==> src/rtl/ttt_pkg.sv <==
// ttt_pkg: shared encodings for the tic-tac-toe game controller.
//   - status encodings driven on ttt_game_ctrl.status
//   - FSM state type for the controller
//   - full-board constant and player identifiers
package ttt_pkg;

    localparam logic [1:0] ST_PLAY = 2'b00;
    localparam logic [1:0] ST_AWIN = 2'b01;
    localparam logic [1:0] ST_BWIN = 2'b10;
    localparam logic [1:0] ST_DRAW = 2'b11;

    typedef enum logic [1:0] {
        PLAY  = 2'd0,
        CHECK = 2'd1,
        DONE  = 2'd2
    } state_t;

    localparam logic [8:0] BOARD_FULL = 9'h1FF;

    localparam logic PLAYER_A = 1'b0;
    localparam logic PLAYER_B = 1'b1;

endpackage

==> src/rtl/ttt_line_detect.sv <==
// ttt_line_detect: combinational three-in-a-row detector.
//   board : 9-bit occupancy of one player, bit i = square i (row-major 0..8)
//   lines : one-hot line hit
//           [2] row 0 (0,1,2)  [1] row 1 (3,4,5)  [0] row 2 (6,7,8)
//           [5] col 0 (0,3,6)  [4] col 1 (1,4,7)  [3] col 2 (2,5,8)
//           [6] diag (0,4,8)   [7] anti-diag (2,4,6)
module ttt_line_detect (
    input  logic [8:0] board,
    output logic [7:0] lines
);

    logic [7:0] hits;

    assign hits[2] = board[0] & board[1] & board[2];
    assign hits[1] = board[3] & board[4] & board[5];
    assign hits[0] = board[6] & board[7] & board[8];
    assign hits[5] = board[0] & board[3] & board[6];
    assign hits[4] = board[1] & board[4] & board[7];
    assign hits[3] = board[2] & board[5] & board[8];
    assign hits[6] = board[0] & board[4] & board[8];
    assign hits[7] = board[2] & board[4] & board[6];

    // A single move can close two lines at once; keep only the lowest
    // set bit so the output stays one-hot.
    assign lines = hits & (~hits + 8'd1);

endmodule

==> src/rtl/ttt_game_ctrl.sv <==
// ttt_game_ctrl: two-player tic-tac-toe sequencer.
//   clk, reset (sync, active-high), new_game (pulse: restart)
//   a_req/a_pos, b_req/b_pos : move requests, square index 0..8
//   ain, bin   : registered occupancy per player
//   turn       : player to move (0=A, 1=B)
//   status     : 00 playing, 01 A won, 10 B won, 11 draw
//   win_line   : one-hot winning line, 0 unless won
//   a_ack/b_ack, a_err/b_err, timeout : one-cycle result pulses
module ttt_game_ctrl
    import ttt_pkg::*;
#(
    parameter bit          START_PLAYER   = 1'b0,
    parameter int unsigned TIMEOUT_CYCLES = 0,
    parameter int unsigned TMR_W          = 24
) (
    input  logic       clk,
    input  logic       reset,
    input  logic       new_game,
    input  logic       a_req,
    input  logic [3:0] a_pos,
    input  logic       b_req,
    input  logic [3:0] b_pos,
    output logic [8:0] ain,
    output logic [8:0] bin,
    output logic       turn,
    output logic [1:0] status,
    output logic [7:0] win_line,
    output logic       a_ack,
    output logic       b_ack,
    output logic       a_err,
    output logic       b_err,
    output logic       timeout
);

    localparam bit             TMR_EN   = (TIMEOUT_CYCLES > 0);
    localparam logic [TMR_W-1:0] TMR_LAST =
        (TIMEOUT_CYCLES > 0) ? TMR_W'(TIMEOUT_CYCLES - 1) : '0;

    state_t           state;
    logic [TMR_W-1:0] tmr;

    logic       cur_req;
    logic [3:0] cur_pos;
    logic [8:0] pos_mask;
    logic       cur_legal;
    logic [8:0] mover_board;
    logic [7:0] hit;

    assign cur_req   = (turn == PLAYER_B) ? b_req : a_req;
    assign cur_pos   = (turn == PLAYER_B) ? b_pos : a_pos;
    // Shift past bit 8 yields 0; the range check below rejects those anyway.
    assign pos_mask  = 9'b1 << cur_pos;
    assign cur_legal = cur_req && (cur_pos <= 4'd8) && (((ain | bin) & pos_mask) == 9'b0);

    // Only the player who just moved can have completed a line.
    assign mover_board = (turn == PLAYER_B) ? bin : ain;

    ttt_line_detect u_line_detect (
        .board (mover_board),
        .lines (hit)
    );

    always_ff @(posedge clk) begin
        a_ack   <= 1'b0;
        b_ack   <= 1'b0;
        a_err   <= 1'b0;
        b_err   <= 1'b0;
        timeout <= 1'b0;
        if (reset || new_game) begin
            ain      <= '0;
            bin      <= '0;
            status   <= ST_PLAY;
            win_line <= '0;
            tmr      <= '0;
            state    <= PLAY;
            turn     <= START_PLAYER;
        end else begin
            case (state)
                PLAY: begin
                    // Out-of-turn requests always err, even alongside a legal in-turn move.
                    a_err <= a_req && !((turn == PLAYER_A) && cur_legal);
                    b_err <= b_req && !((turn == PLAYER_B) && cur_legal);
                    if (cur_legal) begin
                        if (turn == PLAYER_B) begin
                            bin   <= bin | pos_mask;
                            b_ack <= 1'b1;
                        end else begin
                            ain   <= ain | pos_mask;
                            a_ack <= 1'b1;
                        end
                        tmr   <= '0;
                        state <= CHECK;
                    end else if (TMR_EN) begin
                        if (tmr == TMR_LAST) begin
                            timeout <= 1'b1;
                            turn    <= ~turn;
                            tmr     <= '0;
                        end else begin
                            tmr <= tmr + 1'b1;
                        end
                    end
                end
                CHECK: begin
                    a_err <= a_req;
                    b_err <= b_req;
                    // Win is tested before full-board so a ninth-move win is not a draw.
                    if (|hit) begin
                        status   <= (turn == PLAYER_B) ? ST_BWIN : ST_AWIN;
                        win_line <= hit;
                        state    <= DONE;
                    end else if ((ain | bin) == BOARD_FULL) begin
                        status   <= ST_DRAW;
                        win_line <= '0;
                        state    <= DONE;
                    end else begin
                        turn  <= ~turn;
                        tmr   <= '0;
                        state <= PLAY;
                    end
                end
                DONE: begin
                    a_err <= a_req;
                    b_err <= b_req;
                end
                default: state <= PLAY;
            endcase
        end
    end

endmodule
==> config.mk <==
export PLATFORM = sky130hd
export DESIGN_NAME = ttt_game_ctrl
export DESIGN_NICKNAME = d
export VERILOG_FILES = /design/src/rtl/ttt_pkg.sv /design/src/rtl/ttt_line_detect.sv /design/src/rtl/ttt_game_ctrl.sv
export SDC_FILE = /design/constraint.sdc
export NUM_CORES = 1
export LEC_CHECK = 0
export BUFFER_PORTS_ARGS = -buffer_cell sky130_fd_sc_hd__buf_2
export CAP_MARGIN = 5
export CORE_AREA = 5 5 80 60
export DETAILED_ROUTE_END_ITERATION = 7
export DIE_AREA = 0 0 85 65
export GPL_ROUTABILITY_DRIVEN = 0
export PLACE_DENSITY = 0.86
export SYNTH_ARGS = -nofsm -noshare
export SYNTH_HDL_FRONTEND = slang
export SYNTH_SLANG_ARGS = --single-unit
==> constraint.sdc <==
create_clock -name clk -period 2.6 [get_ports clk]
set_input_delay 0.26 -clock clk [delete_from_list [all_inputs] [get_ports clk]]
set_output_delay 0.26 -clock clk [all_outputs]
set_load 0.02 [all_outputs]
Word-level counts from Yosys, hierarchy flattened
Cells that the tools add are included.
- register bits after elaboration: 35
- input port bits: 13
- output and inout port bits: 34
- word-level logic and storage cells: 81
- shifts and indexed selects: 1
- multiplexer cells: 16
- $lt $le $gt $ge: 1
- bitwise logic cells: 28
- $add $sub $neg: 1
- reduce and logical (&&, ||, !) cells: 20
- equality and inequality tests: 4
- operator list (operator ; number):
    9-bit OR ; 3
    1-bit bitwise AND ; 16
    8-bit two-way mux ; 2
    2-bit two-way mux ; 6
    9-bit bitwise AND ; 1
    9-bit == test, second input constant ; 1
    9-bit logical NOT ; 1
    9-bit two-way mux ; 1
    3-bit AND reduction ; 3
    1-bit by 4-bit << shifter with 9-bit output, first input constant ; 1
    8-bit by 1-bit adder with 8-bit output, second input constant ; 1
    8-bit bitwise AND ; 1
    8-bit NOT ; 1
    8-bit OR reduction ; 1
    1-bit logical AND ; 6
    1-bit NOT ; 6
    2-bit case mux with 3 select lines ; 1
    4-bit <= comparator, second input constant ; 1
    4-bit two-way mux ; 1
    1-bit case mux with 2 select lines ; 2
    2-bit AND reduction ; 2
    1-bit two-way mux ; 3
    3-bit OR reduction ; 1
    2-bit by 1-bit == test with 1-bit output, second input constant ; 1
    7 further kinds ; 8

Logic depth before layout (Yosys ltp)
Gate-level depths: netlist (run 1).
- word-level depth: 9
- mapped depth: 12
- gate-level depth less buffers: 7

Cells and area by module
A second synthesis (run 1) with hierarchy kept.
- cell total of the unflattened synthesis: 222
- area, all modules: 1949.4 µm²
- by module, submodules not included (module ; cells an instance ; area an instance (µm²) ; sequential area each (µm²) ; instances):
    ttt_game_ctrl ; 201 ; 1800.5 ; 700.7 ; 1
    ttt_line_detect ; 21 ; 148.9 ; 0.0 ; 1

Least setup slack after synthesis (run 1)
Ideal clock, no wire load.
- path kind: register -> register
- from: register turn
- to: register win_line[2]
- cell stages (with the launch flop): 10
- period minus slack after synthesis: 2.258 ns
- path buffers: 2
- setup time: 0.101 ns
- slack: 0.342 ns
- required time: 2.499 ns
- arrival: 2.157 ns
- path through: dfxtp_1 -> buf_6 -> and4b_1 -> a41oi_2 -> o21ai_2 -> or4b_4 -> o21ai_4 -> buf_6 -> nand3_1 -> o41ai_1
- word-level cells in the longest chain between the ends: 9
- elaborated cells on any way between the ends: 24
- classes of those cells: 1 x add/sub; 2 x mux; 18 x bitwise; 3 x reduce/logical
- ends and longest elaborated chain (element ; line ; text):
    start, declared ; ttt_game_ctrl.sv:25 ; output logic turn,
    start signal, assigned ; ttt_game_ctrl.sv:96 ; turn <= ~turn;
    start signal, assigned ; ttt_game_ctrl.sv:116 ; turn <= ~turn;
    9-bit two-way mux (*) ; ttt_game_ctrl.sv:56 ; assign mover_board = (turn == PLAYER_B) ? bin : ain;
    1-bit bitwise AND, or another cell as far along (2 in a row) ; ttt_line_detect.sv:16 ; assign hits[0] = board[6] & board[7] & board[8];
    8-bit NOT ; ttt_line_detect.sv:25 ; assign lines = hits & (~hits + 8'd1);
    8-bit by 1-bit adder with 8-bit output ; ttt_line_detect.sv:25 ;
    8-bit bitwise AND (*) ; ttt_line_detect.sv:25 ;
    8-bit OR reduction ; ttt_game_ctrl.sv:107 ; if (|hit) begin
    2-bit nonzero test (no line) ; -- ;
    2-bit AND reduction (no line) ; -- ;
    end signal, assigned ; ttt_game_ctrl.sv:109 ; win_line <= hit;
    end, declared ; ttt_game_ctrl.sv:27 ; output logic [7:0] win_line,
Mark *: on every way between the ends. The rest lies on a longest branch, timed or not.
A chain may end at the register's enable or synchronous reset.

Worst setup path in the final report (run 1)
- from: register turn
- to: register state[1]
- word-level cells in the longest chain between the ends: 9
- elaborated cells on any way between the ends: 33
- classes of those cells: 1 x add/sub; 1 x order compare; 1 x eq/ne; 1 x shift; 5 x mux; 19 x bitwise; 5 x reduce/logical
- ends and longest elaborated chain (element ; line ; text):
    9-bit two-way mux ; ttt_game_ctrl.sv:56 ;
    1-bit bitwise AND, or another cell as far along (2 in a row) ; ttt_line_detect.sv:16 ;
    8-bit NOT ; ttt_line_detect.sv:25 ;
    8-bit by 1-bit adder with 8-bit output ; ttt_line_detect.sv:25 ;
    8-bit bitwise AND ; ttt_line_detect.sv:25 ;
    8-bit OR reduction ; ttt_game_ctrl.sv:107 ;
    2-bit two-way mux ; ttt_game_ctrl.sv:107 ;
    2-bit case mux with 3 select lines ; ttt_game_ctrl.sv:78 ; case (state)
    end signal, assigned ; ttt_game_ctrl.sv:75 ; state <= PLAY;
    end signal, assigned ; ttt_game_ctrl.sv:110 ; state <= DONE;
    end signal, assigned ; ttt_game_ctrl.sv:114 ; state <= DONE;
    end, declared ; ttt_game_ctrl.sv:39 ; state_t state;
Parallel ways exist; a longest one is shown, timed or not.

==> results of run 1 <==
## power by group through the flow
stage | Combinational, mW | Sequential [mW] | Clock (mW)
floorplan | 0.0714 | 0.558 | 0
global placement | 0.100 | 0.555 | 0
detailed placement | 0.102 | 0.555 | 0
CTS | 0.103 | 0.542 | 0.516
global route | 0.117 | 0.543 | 0.543
finish | 0.108 | 0.543 | 0.509
## worst max-delay path: cells and delay by family (launching register included)
kind                   cells  cell delay (ns)
DFF                        1             0.43
AOI/OAI and AO/OA          3             0.67
and+or+nand+nor            4             0.80
buffers and inverters      2             0.45
## sequential cells by signal, summed over array words and instances (netlist names)
name	count
ain	9
bin	9
win_line	8
state	2
status	2
a_ack	1
a_err	1
b_ack	1
b_err	1
turn	1
## logic make-up after synthesis
family                   count (synthesis)  synth area share [%]
buffers and inverters                   19                  5.92
AND/OR/NAND/NOR                        125                  33.6
other                                    1                 0.183
AO/OA/AOI/OAI                           58                  21.7
multiplexers                             3                  1.53
XOR/XNOR                                 1                 0.427
flip-flops                              35                  34.2
adder cells (fa/ha/maj)                  4                  2.44
## placed cells by master, fill, tap and decap left out, drive strengths merged, types with 2 or more instances in the layout
cell type and count:
buf 51, dfxtp 35, nor2 27, nand2 21
o21a 19, nor3 16, nand3 15, a21oi 11
nor4 7, o21ai 7, nand2b 6, clkbuf 6
inv 5, nand3b 5, nand4 5, o22ai 4
ha 4, nor2b 3, or3 3, mux2i 2
or2 2, and4 2, nor3b 2, and3b 2
and4b 2, o31ai 2, o41ai 2, or3b 2
and3 2, o221a 2, or4b 2
## stage by stage
step	std cells	setup WS (ns)	cell area (µm²)	power [mW]	hold WS, ns
detailed placement	338	0.0976	2290	0.657	0.439
CTS	346	0.0802	2400	1.16	0.222
global placement	338	0.136	2290	0.655	0.439
global route	346	0.0529	2430	1.20	0.236
finish	346	0.168	2430	1.16	0.228
floorplan	246	0.342	2050	0.629	0.376
## worst paths after layout
kind         depth (start not counted)           to   startpoint  slack [ns]
min reg2reg                          2  win_line[4]  win_line[4]        0.45
max reg2reg                          9     state[1]         turn        0.17
min                                  3        b_err        b_req        0.23
max                                  9     state[1]         turn        0.17
## metal layers
metal  track usage (%)  up-vias  share of wire [%]
met3              7.62       25                 12
li1                  -      989                  -
met4              6.52        0                2.3
met1              29.2      973                 44
met2              28.5      143                 41
met5                 0        -                  0
## cell type report
type	count	area, µm²
fill	379	1630
multi-input combinational	192	1250
sequential	35	702
timing repair buffer	51	274
clock buffer	6	82.6
tap	55	68.8
clock inverter	2	35.0
inverter	5	18.8
==> metrics.md, run 1 <==
| Metric | Value |
|---|---|
| Clock Skew | between 0.007 and 0.008 ns |
| Post-Syn Instances | 246 |
| Crit end category | flip-flop |
| Post-CTS Hold Buffers | 0 |
| Post-Syn Nets | roughly 260 |
| Initial Util | between 50% and 60% |
| WL/cell | 16.9 µm |
| Iteration-0 DRC Markers | ~250 |
| P_sw | about 0.27 mW |
| Fin. Hold Viols | 0 |
| TritonCTS buffer count | 5 |
| Initial antenna violation count | 0 |
| Die Width | between 80 and 90 µm |
| Tmin final | around 2.4 ns |
| Crit start category | flip-flop |
| CTS sink cnt | 35 |
| # DRC | 0 |
| Warnings from Yosys | 0 |
| Clock power frac | ~44% |
| Largest net degree at the start of global routing | 30 |
| Power per cell area | between 400 and 500 nW/µm² |
| Top-count cell post-synth | dfxtp_1 |
| Max Cap Viol | 0 |
| Via count | 2,130 |
| HPWL after DPL | 4240 µm |
| Post-route ant nets | 0 |
| Post-CTS Repair Setup Buffers | 0 |
| Top-area cell type share of the netlist area | roughly 34% |
| I/O Buffers | 45 |
| Die Y | ~65 µm |
| Ys flop type | dfxtp_1 |
| Power Internal | slightly below 0.9 mW |
| Critical path class | reg -> reg |
| Pre-antenna DRT Iters | 5 |
| CP peak stage delay | roughly 0.43 ns |
| Post-CTS resize count | 0 |
| CTS Root Cell | clkbuf_8 |
| CTS tree | built |
| FF+latch count, synth | 35 |
| FP Rows | 20 |
| Crit-path max FO | 25 |
| Sw frac | 23.7% |
| Fraction of layout cells with a size suffix above 1 | 27.1% |
| Vias in the first global route | 1,885 |
| Fin util | between 50% and 60% |
| Worst Hold Class | in -> reg |
| Final Net Count | 307 |
| Vias per cell | around 6.2 |
| GRT Resource Usage Total | around a fifth |
| Max Slew Vio Count | 0 |
| Fin crit share | roughly 94% |
| Outcome | completed |
| Max VDD drop | around 0.00034 V |
| Post-synthesis cell area | about 2000 µm² |
| Crit path DAT | around 2.6 ns |
| Clk slew on worst S/H paths | ~0.07 ns |
| CP max-delay cell | dfxtp_2 |
| First-pass GRT wire length | around 9000 µm |
| Syn-to-layout area delta | 18.4% |
| RSZ-0062 raised after global routing | no |
| Register area share after synthesis | between 30% and 40% |
| Routed WL | slightly below 6000 µm |
| CTS H-Tree Depth | 2 |
| N_diodes | 0 |
| Netlist cell types | between 50 and 60 |
| Dominant cells by area after synthesis | dfxtp_1 (34%), o21a_1 (7.0%), nor2_1 (4.9%) |
| Final setup viols | 0 |
| Die area | roughly 5500 µm² |
| CP Cell Sequence | buf_6 -> buf_4 -> nor2_1 -> nand2_1 -> a211o_1 -> nand2_1 -> or3_4 -> a2111o_1 -> o31ai_1 |
| Synthesized area per cell | 8.33 µm² |
| CTS Buffer Depth | 2 |
| Power share of the combinational group | a little under a tenth |
| Worst skew pair latency | between 0.2 and 0.3 ns |
| TNS Setup | 0 ns |
| FMAX | 411 MHz |
| Sequential share of power | between 40% and 50% |
| Leak | just under 1 nW |
| Commonest cells post-synth | dfxtp_1 (35), nor2_1 (27), nand2_1 (19), o21a_1 (19), nor3_1 (16) |
| Number of synthesized flops with an enable pin | 0 |
| GRT overflow | 0 |
| I/O pins | 47 |
| Async SR Flop Fraction | 0% |
| CORE AREA | approximately 4100 µm² |
| Most Frequent Cell on Critical Path | nand2_1 |
| Dominant cell type by area after synthesis | dfxtp_1 |
| Worst EP required | 2.80 ns |
(Power assumes the default switching activity.)
==> run 2: changes to the inputs <==
- PLACE_DENSITY: 0.86 -> 0.81
==> run 2 against run 1 <==
Against the previous run: clock skew grew 0.0019 ns; count of clock-buffer cells in the layout is the same; first-iteration DRC count shrank 31%; cell count shrank 0.29%; fmax grew 0.18%; total power shrank 11%; sequential share of layout area grew 0.73 points; wire length shrank 5.5%; worst setup slack gained 0.0043 ns; sequential cell count is the same; highest routed layer unchanged.
==> metrics.md, run 2 (same netlist as run 1, synthesis figures left out) <==
| Metric | Value |
|---|---|
| Die area | about 5500 µm² |
| CTS tree | built |
| Leak | 0.934 nW |
| Syn-to-layout area delta | 15.5% |
| Crit end category | flip-flop |
| RSZ-0062 raised after global routing | no |
| I/O pins | 47 |
| Iteration-0 DRC Markers | 170 |
| CTS Root Cell | clkbuf_8 |
| CTS sink cnt | 35 |
| HPWL after DPL | roughly 4200 µm |
| TritonCTS buffer count | 5 |
| Critical path class | reg -> reg |
| Most frequent cells in the layout | buf_2 (45), dfxtp_1 (34), nor2_1 (26), nand2_1 (19), o21a_1 (19) |
| Initial antenna violation count | 0 |
| Placed Cells | 337 |
| Hold depth | 3 |
| Outcome | completed |
| Final setup viols | 0 |
| Largest net degree at the start of global routing | 22 |
| Final Net Count | about 310 |
| Max Slew Vio Count | 0 |
| Tmin final | ~2.4 ns |
| Max Cap Viol | 0 |
| Initial Util | just over 50% |
| Fraction of layout cells with a size suffix above 1 | 25.9% |
| Crit path DAT | roughly 2.7 ns |
| Clock Skew | between 0.009 and 0.01 ns |
| Pre-antenna DRT Iters | 7 |
| Via count | about 2,100 |
| Vias per cell | 6.01 |
| FP Rows | 20 |
| WL/cell | ~16 µm |
| Crit-path max FO | 21 |
| Worst EP required | roughly 2.8 ns |
| Fin crit share | 93.4% |
| Worst r2r path cells | 9 |
| Fin. Hold Viols | 0 |
| Die Width | 85 µm |
| Most common library cell in the layout ignoring fill and taps | buf_2 |
| CTS Buffer Depth | 2 |
| Worst skew pair latency | 0.29 ns |
| Most Frequent Cell on Critical Path | buf_4 |
| TNS Setup | 0 ns |
| Clk slew on worst S/H paths | ~0.080 ns |
| FMAX | slightly above 400 MHz |
| Pin slew with the least headroom to its limit | ~0.65 ns |
| Die Y | ~65 µm |
| GRT overflow | 0 |
| Post-route ant nets | 0 |
| CORE AREA | 4050 µm² |
| CTS H-Tree Depth | 2 |
| CP Cell Sequence | buf_4 -> buf_4 -> nor2_1 -> nand2_1 -> a211o_1 -> and4_1 -> nand2_4 -> nor4_1 -> o21a_1 |
| Vias in the first global route | about 1,800 |
| GRT Resource Usage Total | between 20% and 30% |
| Worst Hold Class | in -> reg |
| Non-Filler Instances | ~350 |
| Crit start category | flip-flop |
| CP peak stage delay | between 0.4 and 0.5 ns |
| I/O Buffers | 45 |
| Power per cell area | 438 nW/µm² |
| Post-CTS Repair Setup Buffers | 0 |
| CP max-delay cell | nor4_1 |
| First-pass GRT wire length | approximately 9000 µm |
| Top Registers | ain x9, bin x9, win_line x8 |
| Routed WL | between 5000 and 6000 µm |
| Slew Limit Headroom | between 50% and 60% |
| # DRC | 0 |
| Max VDD drop | 0.000312 V |
| N_diodes | 0 |
run 2: power by group:
part,switching [mW],leakage [nW],internal (mW)
Clock,0.204,0.0412,0.187
Sequential,0.00311,0.283,0.539
Combinational,0.0671,0.610,0.0358
run 2: worst max-delay path, delay by kind of cell, from the launching register on:
kind | cells | cell delay [ns]
AO/OA/AOI/OAI | 2 | 0.33
buffers and inverters | 2 | 0.50
flip-flops | 1 | 0.42
AND/OR/NAND/NOR | 5 | 1.11
run 2: metrics by stage:
step	util, %	cell area (µm²)	hold slack (ns)	worst slack (ns)	total power, mW
finish	58.4	2370	0.207	0.172	1.04
detailed placement	56.3	2280	0.438	0.168	0.655
floorplan	-	2050	0.376	0.342	0.629
CTS	58.4	2370	0.201	0.151	1.04
global placement	56.3	2280	0.437	0.247	0.654
global route	58.4	2370	0.212	0.0440	1.07
run 2: worst paths after layout:
path | slack (ns) | startpoint | end
max | 0.17 | turn | ain[0]
min | 0.21 | b_req | b_err
min reg2reg | 0.45 | status[1] | status[1]
max reg2reg | 0.17 | turn | ain[0]
run 2: layout make-up:
class                           instances  area (µm²)
Fill cell                             395        1690
Multi-Input combinational cell        192        1230
Sequential cell                        35         702
Timing Repair Buffer                   50         263
Clock buffer                            6        72.6
Tap cell                               55        68.8
Inverter                                5        18.8
Clock inverter                          2        12.5
run 2: routing by layer:
layer,up-vias,GRT usage [%],routed length [µm]
met5,-,0,0
met1,941,29.5,2460
met3,16,6.10,729
met4,0,5.14,76
met2,129,29.1,2270
li1,988,-,-
run 2: what timing repair did:
item,in CTS,in global routing
resized for setup,0,1
setup endpoints to repair,0,8
hold buffers,0,0
